==> src/rtl/stepper_seq.sv <==
// stepper_seq: N-channel stepper dispense sequencer.
// After a start pulse, each channel with a nonzero depth runs in turn:
// forward `depth` steps, dwell with coils off, reverse back, then the next channel.
// Optional half-step drive is enabled by defining STEPPER_SEQ_HALF_STEP_EN.
module stepper_seq #(
  parameter int NCH   = 3,
  parameter int CW    = 10,
  parameter int CHW   = 2,
  parameter int DIV_W = 22
) (
  input  logic              clk,
  input  logic              rst,
  input  logic              start,
  input  logic              stop,
  input  logic [NCH*CW-1:0] depth,
  input  logic [NCH*CW-1:0] dwell,
  output logic [NCH*4-1:0]  phase,
  output logic [CHW-1:0]    active_ch,
  output logic              busy,
  output logic              done
);

`ifdef STEPPER_SEQ_HALF_STEP_EN
  localparam int IW = 3;
`else
  localparam int IW = 2;
`endif

  typedef enum logic [2:0] {
    ST_IDLE, ST_ARM, ST_FWD, ST_DWELL, ST_REV, ST_NEXT, ST_DONE
  } state_t;

  // Coil pattern for a given step index; the index wraps naturally at 2^IW.
  function automatic logic [3:0] coil_pat(input logic [IW-1:0] i);
    logic [3:0] p;
    p = 4'b0000;
`ifdef STEPPER_SEQ_HALF_STEP_EN
    case (i)
      3'd0:    p = 4'b0001;
      3'd1:    p = 4'b1001;
      3'd2:    p = 4'b1000;
      3'd3:    p = 4'b1100;
      3'd4:    p = 4'b0100;
      3'd5:    p = 4'b0110;
      3'd6:    p = 4'b0010;
      3'd7:    p = 4'b0011;
      default: p = 4'b0000;
    endcase
`else
    case (i)
      2'd0:    p = 4'b0001;
      2'd1:    p = 4'b1000;
      2'd2:    p = 4'b0100;
      2'd3:    p = 4'b0010;
      default: p = 4'b0000;
    endcase
`endif
    return p;
  endfunction

  state_t            state, state_n;
  logic [DIV_W-1:0]  div_cnt;
  logic              tick;
  logic [CW-1:0]     depth_q [NCH];
  logic [CW-1:0]     dwell_q [NCH];
  logic [CW-1:0]     cnt, cnt_n, cnt_inc;
  logic [CW-1:0]     cur_depth, cur_dwell, dwell_len;
  logic [IW-1:0]     idx [NCH];
  logic [IW-1:0]     idx_n [NCH];
  logic [IW-1:0]     cur_idx, step_idx;
  logic              drive_step;
  logic [NCH*4-1:0]  phase_n;
  logic [CHW-1:0]    ch_n, found_ch;
  logic              found, load;
  int                search_from;

  // Free-running step divider; tick marks the all-ones count.
  always_ff @(posedge clk or posedge rst) begin
    if (rst) div_cnt <= '0;
    else     div_cnt <= div_cnt + 1'b1;
  end

  assign tick = &div_cnt;

  // Capture the recipe on an accepted start so later input changes are ignored.
  always_ff @(posedge clk or posedge rst) begin
    if (rst) begin
      for (int k = 0; k < NCH; k++) begin
        depth_q[k] <= '0;
        dwell_q[k] <= '0;
      end
    end else if (load) begin
      for (int k = 0; k < NCH; k++) begin
        depth_q[k] <= depth[k*CW +: CW];
        dwell_q[k] <= dwell[k*CW +: CW];
      end
    end
  end

  // State, counters, step indices and coil outputs.
  always_ff @(posedge clk or posedge rst) begin
    if (rst) begin
      state     <= ST_IDLE;
      cnt       <= '0;
      phase     <= '0;
      active_ch <= '0;
      for (int k = 0; k < NCH; k++) idx[k] <= '0;
    end else begin
      state     <= state_n;
      cnt       <= cnt_n;
      phase     <= phase_n;
      active_ch <= ch_n;
      for (int k = 0; k < NCH; k++) idx[k] <= idx_n[k];
    end
  end

  // Active-channel view of the recipe and search for the next channel with work.
  always_comb begin
    cur_depth = '0;
    cur_dwell = '0;
    cur_idx   = '0;
    for (int k = 0; k < NCH; k++) begin
      if (CHW'(k) == active_ch) begin
        cur_depth = depth_q[k];
        cur_dwell = dwell_q[k];
        cur_idx   = idx[k];
      end
    end
    dwell_len   = (cur_dwell == '0) ? CW'(1) : cur_dwell;
    cnt_inc     = cnt + 1'b1;
    search_from = (state == ST_ARM) ? 0 : int'(active_ch) + 1;
    found       = 1'b0;
    found_ch    = '0;
    for (int k = NCH - 1; k >= 0; k--) begin
      if (k >= search_from && depth_q[k] != '0) begin
        found    = 1'b1;
        found_ch = CHW'(k);
      end
    end
  end

  // Next-state logic; stop overrides everything and returns to a clean idle.
  always_comb begin
    state_n    = state;
    cnt_n      = cnt;
    idx_n      = idx;
    phase_n    = phase;
    ch_n       = active_ch;
    load       = 1'b0;
    drive_step = 1'b0;
    step_idx   = cur_idx;

    case (state)
      ST_IDLE: begin
        if (start) begin
          load    = 1'b1;
          cnt_n   = '0;
          state_n = ST_ARM;
        end
      end
      ST_ARM: begin
        if (tick) begin
          cnt_n = '0;
          if (found) begin
            ch_n    = found_ch;
            state_n = ST_FWD;
          end else begin
            state_n = ST_DONE;
          end
        end
      end
      ST_FWD: begin
        if (tick) begin
          drive_step = 1'b1;
          step_idx   = cur_idx + 1'b1;
          if (cnt_inc == cur_depth) begin
            cnt_n   = '0;
            state_n = ST_DWELL;
          end else begin
            cnt_n = cnt_inc;
          end
        end
      end
      ST_DWELL: begin
        if (tick) begin
          phase_n = '0;
          if (cnt_inc >= dwell_len) begin
            cnt_n   = '0;
            state_n = ST_REV;
          end else begin
            cnt_n = cnt_inc;
          end
        end
      end
      ST_REV: begin
        if (tick) begin
          drive_step = 1'b1;
          step_idx   = cur_idx - 1'b1;
          if (cnt_inc == cur_depth) begin
            cnt_n   = '0;
            state_n = ST_NEXT;
          end else begin
            cnt_n = cnt_inc;
          end
        end
      end
      ST_NEXT: begin
        if (tick) begin
          phase_n = '0;
          cnt_n   = '0;
          if (found) begin
            ch_n    = found_ch;
            state_n = ST_FWD;
          end else begin
            state_n = ST_DONE;
          end
        end
      end
      ST_DONE: state_n = ST_IDLE;
      default: state_n = ST_IDLE;
    endcase

    if (drive_step) begin
      phase_n = '0;
      for (int k = 0; k < NCH; k++) begin
        if (CHW'(k) == active_ch) begin
          idx_n[k]          = step_idx;
          phase_n[k*4 +: 4] = coil_pat(step_idx);
        end
      end
    end

    if (stop) begin
      state_n = ST_IDLE;
      cnt_n   = '0;
      phase_n = '0;
      load    = 1'b0;
      for (int k = 0; k < NCH; k++) idx_n[k] = '0;
    end
  end

  assign busy = (state != ST_IDLE) && (state != ST_DONE);
  assign done = (state == ST_DONE);

endmodule

==> config.mk <==
export PLATFORM = sky130hd
export DESIGN_NAME = stepper_seq
export DESIGN_NICKNAME = d
export VERILOG_FILES = /design/src/rtl/stepper_seq.sv
export SDC_FILE = /design/constraint.sdc
export NUM_CORES = 1
export LEC_CHECK = 0
export ABC_CLOCK_PERIOD_IN_PS = 4700
export CAP_MARGIN = 20
export CORE_MARGIN = 2
export CORE_UTILIZATION = 55
export DETAILED_ROUTE_END_ITERATION = 16
export PLACE_DENSITY = 0.9
export SYNTH_ARGS = -nofsm -noshare
export SYNTH_HDL_FRONTEND = slang
export SYNTH_SLANG_ARGS = --single-unit
==> constraint.sdc <==
create_clock -name clk -period 4.7 [get_ports clk]
set_clock_uncertainty 0.05 [all_clocks]
set_input_delay 0.94 -clock clk [delete_from_list [all_inputs] [get_ports clk]]
set_output_delay 0.94 -clock clk [all_outputs]
set_load 0.02 [all_outputs]
After elaboration in Yosys (flattened, before gate mapping)
Index checks and enable logic that the tools add are counted.
{"block": "totals", "ff_bits": 115, "latch_bits": 0, "mem_bits_rw": 0, "rom_bits": 0, "inputBits": 64, "wordCells": 132, "mem_count": 0}
{"block": "classes", "addsub": 5, "n_mul": 0, "n_div": 0, "n_lt_le_gt_ge": 4, "eq_ne": 22, "shifts": 0, "mux": 57, "n_bitwise": 0, "reduce_logical": 30}
{"cell": "$mux 10", "count": 14}
{"cell": "$mux 12", "count": 4}
{"cell": "$pmux 10 s4", "count": 1}
{"cell": "$mux 3", "count": 11}
{"cell": "$reduce_bool 10->1", "count": 3}
{"cell": "$ne 3x3->1 const B", "count": 8}
{"cell": "$reduce_and 24->1", "count": 1}
{"cell": "$add 22x1->22 const B", "count": 1}
{"cell": "$mux 2", "count": 11}
{"cell": "$reduce_and 22->1", "count": 1}
{"cell": "$pmux 4 s4", "count": 1}
{"cell": "$pmux 3 s5", "count": 1}
{"cell": "$mux 4", "count": 3}
{"cell": "$mux 6", "count": 2}
{"cell": "$add 10x1->10 const B", "count": 1}
{"cell": "$eq 10x10->1", "count": 1}
{"cell": "$ge 10x10->1", "count": 1}
{"cell": "$logic_not 10->1", "count": 1}
{"cell": "$eq 3x3->1 const B", "count": 3}
{"cell": "$reduce_bool 3->1", "count": 3}
{"cell": "$mux 1", "count": 8}
{"cell": "$reduce_and 2->1", "count": 4}
{"cell": "$reduce_and 8->1", "count": 1}
{"cell": "$reduce_bool 2->1", "count": 4}
{"cell": "19 further kinds", "count": 29}

Longest topological paths before layout
{"block": "logic_depth", "word_depth": 12, "ltp_mapped": 22, "depth_no_buf": 19}

Least setup slack after synthesis
No wires, ideal clock.
{"block": "synth_path", "kind": "reg2reg", "from": "reg active_ch[1]", "to": "reg cnt[4]", "arrival_time_ns": 3.749, "setup_slack_ns": 0.806, "stages_incl_launch_ff": 22, "period_less_slack_ns": 3.894, "cell_sequence": "dfrtp_1 inv_1 ha_1 buf_2 buf_2 buf_1 buf_1 a22oi_1 nor2_1 a21oi_1 nand3_1 o221ai_1 ha_1 nand2b_1 a21o_1 a21oi_1 o21ai_0 a21oi_1 a21oi_2 or2_2 buf_2 o31ai_1"}
{"block": "synth_via", "elab_chain_cells": 11}
{"element": "from (decl)", "line_no": "18", "rtl": "output logic [CHW-1:0] active_ch,"}
{"element": "from (signal assigned)", "line_no": "112", "rtl": "active_ch <= ch_n;"}
{"element": "$logic_not 2->1", "line_no": "123", "rtl": "if (CHW'(k) == active_ch) begin"}
{"element": "$mux 10 (3 in series)", "line_no": "123"}
{"element": "$logic_not 10->1", "line_no": "129", "rtl": "dwell_len = (cur_dwell == '0) ? CW'(1) : cur_dwell;"}
{"element": "$mux 10", "line_no": "129"}
{"element": "$ge 10x10->1", "line_no": "187", "rtl": "if (cnt_inc >= dwell_len) begin"}
{"element": "$mux 10", "line_no": "187"}
{"element": "$mux 10", "line_no": "185", "rtl": "if (tick) begin"}
{"element": "$pmux 10 s4 (*)", "line_no": "153", "rtl": "case (state)"}
{"element": "$mux 10 (*)", "line_no": "233", "rtl": "if (stop) begin"}
{"element": "to (signal assigned)", "line_no": "110", "rtl": "cnt <= cnt_n;"}
{"element": "to (decl)", "line_no": "66", "rtl": "logic [CW-1:0] cnt, cnt_n, cnt_inc;"}
Every way passes the cells marked *; elsewhere a longest branch is shown, timed or not. The select of a mux whose other input is x is not followed.
A chain may end at the register's enable or synchronous reset.

Final worst setup path
{"block": "layout_path", "from": "reg active_ch[1]", "to": "reg cnt[3]"}
Same word-level chain as after synthesis.

==> impl_metrics.ini <==
[status]
status = complete, no violations

[timing]
whs_ns = 0.408
rsz0062_at_grt = false
setup_viol = 0
min_period_ns = 4.21
maxSlewViolCount = 0
post-route-period-util_pct = 89.5
finalHoldViolations = 0
finalSetupTns_ns = 0
fin_ws_ns = 0.493
timing.fmax_ghz = 0.238
tightest_slew_ns = 0.759
relSlewSlack_pct = 49.2

[synth]
syn_avg_cell_area_um2 = 10.8
ys_types = 50
yosysTopAreaCell = dfrtp_1
synth-edff-count = 0
synth_ff_type = dfrtp_1
synth-seq-cells = 115
synth_seq_area_share_pct = 48.0
synth_area_leaders = dfrtp_1 (48%), mux2_2 (11%), xnor2_1 (3.5%)
yosys.area.top_type_share_pct = 48.0
synth.cell_area_um2 = 5990
yosysWarningCount = 0
syn_inst = 555
async_flop_share_pct = 100
synth_nets = 635

[route]
vias = 4586
post_drt_wl_per_cell_um = 17.4
drc_errors = 0
vias_per_cell = 5.86
postRouteAntennaNets = 0
first_pass_iters = 5
routed_wl_um = 13600
drtIter0Drc = 321

[setup_path]
reg2reg_from = active_ch[1]
crit_arrival_ns = 4.58
required_ns = 5.07
startpoint_type = register
crit_start = active_ch[1]
r2r_slack_ns = 0.49
crit_fanout = 15
path_class = reg -> reg
worst_setup_path_end_kind = register

[min_path]
hold_class = reg -> reg
hold_start = div_cnt[0]

[floorplanning]
start_util_pct = 55.8
die_y_um = 108
rows = 38
pin_count = 80
dieArea_um2 = 11700
coreArea_um2 = 10700
die_x_um = 108

[power_and_ir_drop]
max-vdd-ir-drop_mv = 0.277
p_total_mw = 2.82
leakagePower_nw = 3.31
p_per_area_nw_per_um2 = 378

[finish]
multi_input_area_um2 = 2930
fin_util_pct = 69.4
regArea_um2 = 2880
final_layout_size_suffix_gt1_share_pct = 16.8
n_antenna_cell = 0
final_nets = 710
final_area_um2 = 7460
fillCellCount = 787
area_delta_synth_final_pct = 24.5
mostFrequentLayoutCells = dfrtp_1 (115), clkdlybuf4s50_1 (79), mux2_2 (60)
layout_commonest_cell = dfrtp_1
final_cells = 782

[place]
placed_cells = 751
pre_cts_slack_ns = 0.490
port_buffers = 79
place_congestion = 0.889
hpwl_um = 9620
placed_area_um2 = 6900

[global_routing]
grtUsageTotal_pct = 24.9
grt_max_degree = 64
grt_pass1_wl_um = 22400
grt_pass1_vias = 4572
antenna_found_initial = 0
grt_overflow = 0

[clock_network]
clk_pin_slew_ns = 0.05
numCtsBuffers = 17
clock_path_buffers = 2
post_cts_buffers = 0
clock_latency_ns = 0.52
cts_max_level = 4
cts-root-buf = clkbuf_8
cts.sinks = 115
cts_tree = done

[job]
drv_cap = 0
power breakdown:
group	switching, mW	internal, mW	leakage, nW	total, mW
Combinational	0.164	0.234	1.57	0.398
Clock	0.421	0.779	0.278	1.20
Sequential	0.103	1.12	1.46	1.22
sequential cells by signal (all words and copies together), names as in the netlist:
| name | cells |
|---|---|
| cnt | 10 |
| phase | 12 |
| state | 3 |
| idx | 6 |
| div_cnt | 22 |
| dwell_q | 30 |
| depth_q | 30 |
| active_ch | 2 |
final timing paths:
kind                                     end  cells after the start
worst max register to register        cnt[3]                     17
worst min register to register    div_cnt[0]                      1
worst min-delay path              div_cnt[0]                      1
min in group asynchronous        depth_q[20]                      2
worst max-delay path                  cnt[3]                     17
max in group asynchronous       active_ch[0]                      3
kinds of logic after synthesis:
kind of cell	count (synthesis)	synth area share, %
AOI/OAI and AO/OA	96	10.6
xor gates and xnor gates	41	6.70
adders and majority gates	16	3.34
buffers and inverters	43	3.15
DFF	115	48.0
muxes	65	12.1
and+or+nand+nor	179	16.1
synth_stat cells, types with 10 or more instances:
master / instances
nor2_1: 36
inv_1: 13
ha_1: 16
dfrtp_1: 115
nand3_1: 13
nor2b_1: 12
o21ai_0: 12
nand3b_1: 11
a21oi_1: 36
buf_1: 10
mux2_2: 60
xor2_1: 14
nand2_1: 43
buf_2: 10
xnor2_1: 24
a22o_1: 12
repair_timing:
item,4_1_cts,5_1_grt
hold buffers,0,0
gates resized for setup,0,1
setup endpoints to repair,0,1
layer usage:
| layer | track usage [%] | vias to the layer above | routed length, µm |
|---|---|---|---|
| met3 | 6.27 | 37 | 894 |
| met4 | 11.7 | 0 | 412 |
| met2 | 40.4 | 202 | 6640 |
| met5 | 0 | - | 0 |
| met1 | 31.4 | 2219 | 5690 |
| li1 | - | 2128 | - |
worst max-delay path, cell delays in order, from the launching register on:
cell and delay, ns:
dfrtp_1 0.42, inv_1 0.10, ha_1 0.49, nor2b_1 0.20, a221o_1 0.35, o21ai_0 0.10, and2_1 0.16, nand4_1 0.11
o221ai_1 0.21, ha_1 0.27, nand2b_1 0.15, a21o_1 0.17, a21oi_1 0.14, o21ai_0 0.14, a21oi_1 0.35, a21oi_2 0.12
or2_2 0.36, o31ai_1 0.22
area by class of cell:
type / count / area share, %
clock buffer: 27 / 6.86
clock inverter: 4 / 0.604
inverter: 13 / 0.688
multi-input combinational: 397 / 39.3
sequential: 115 / 38.6
tap: 140 / 2.35
timing repair buffer: 86 / 11.6
Note: power is estimated with default switching activity, not from simulation.
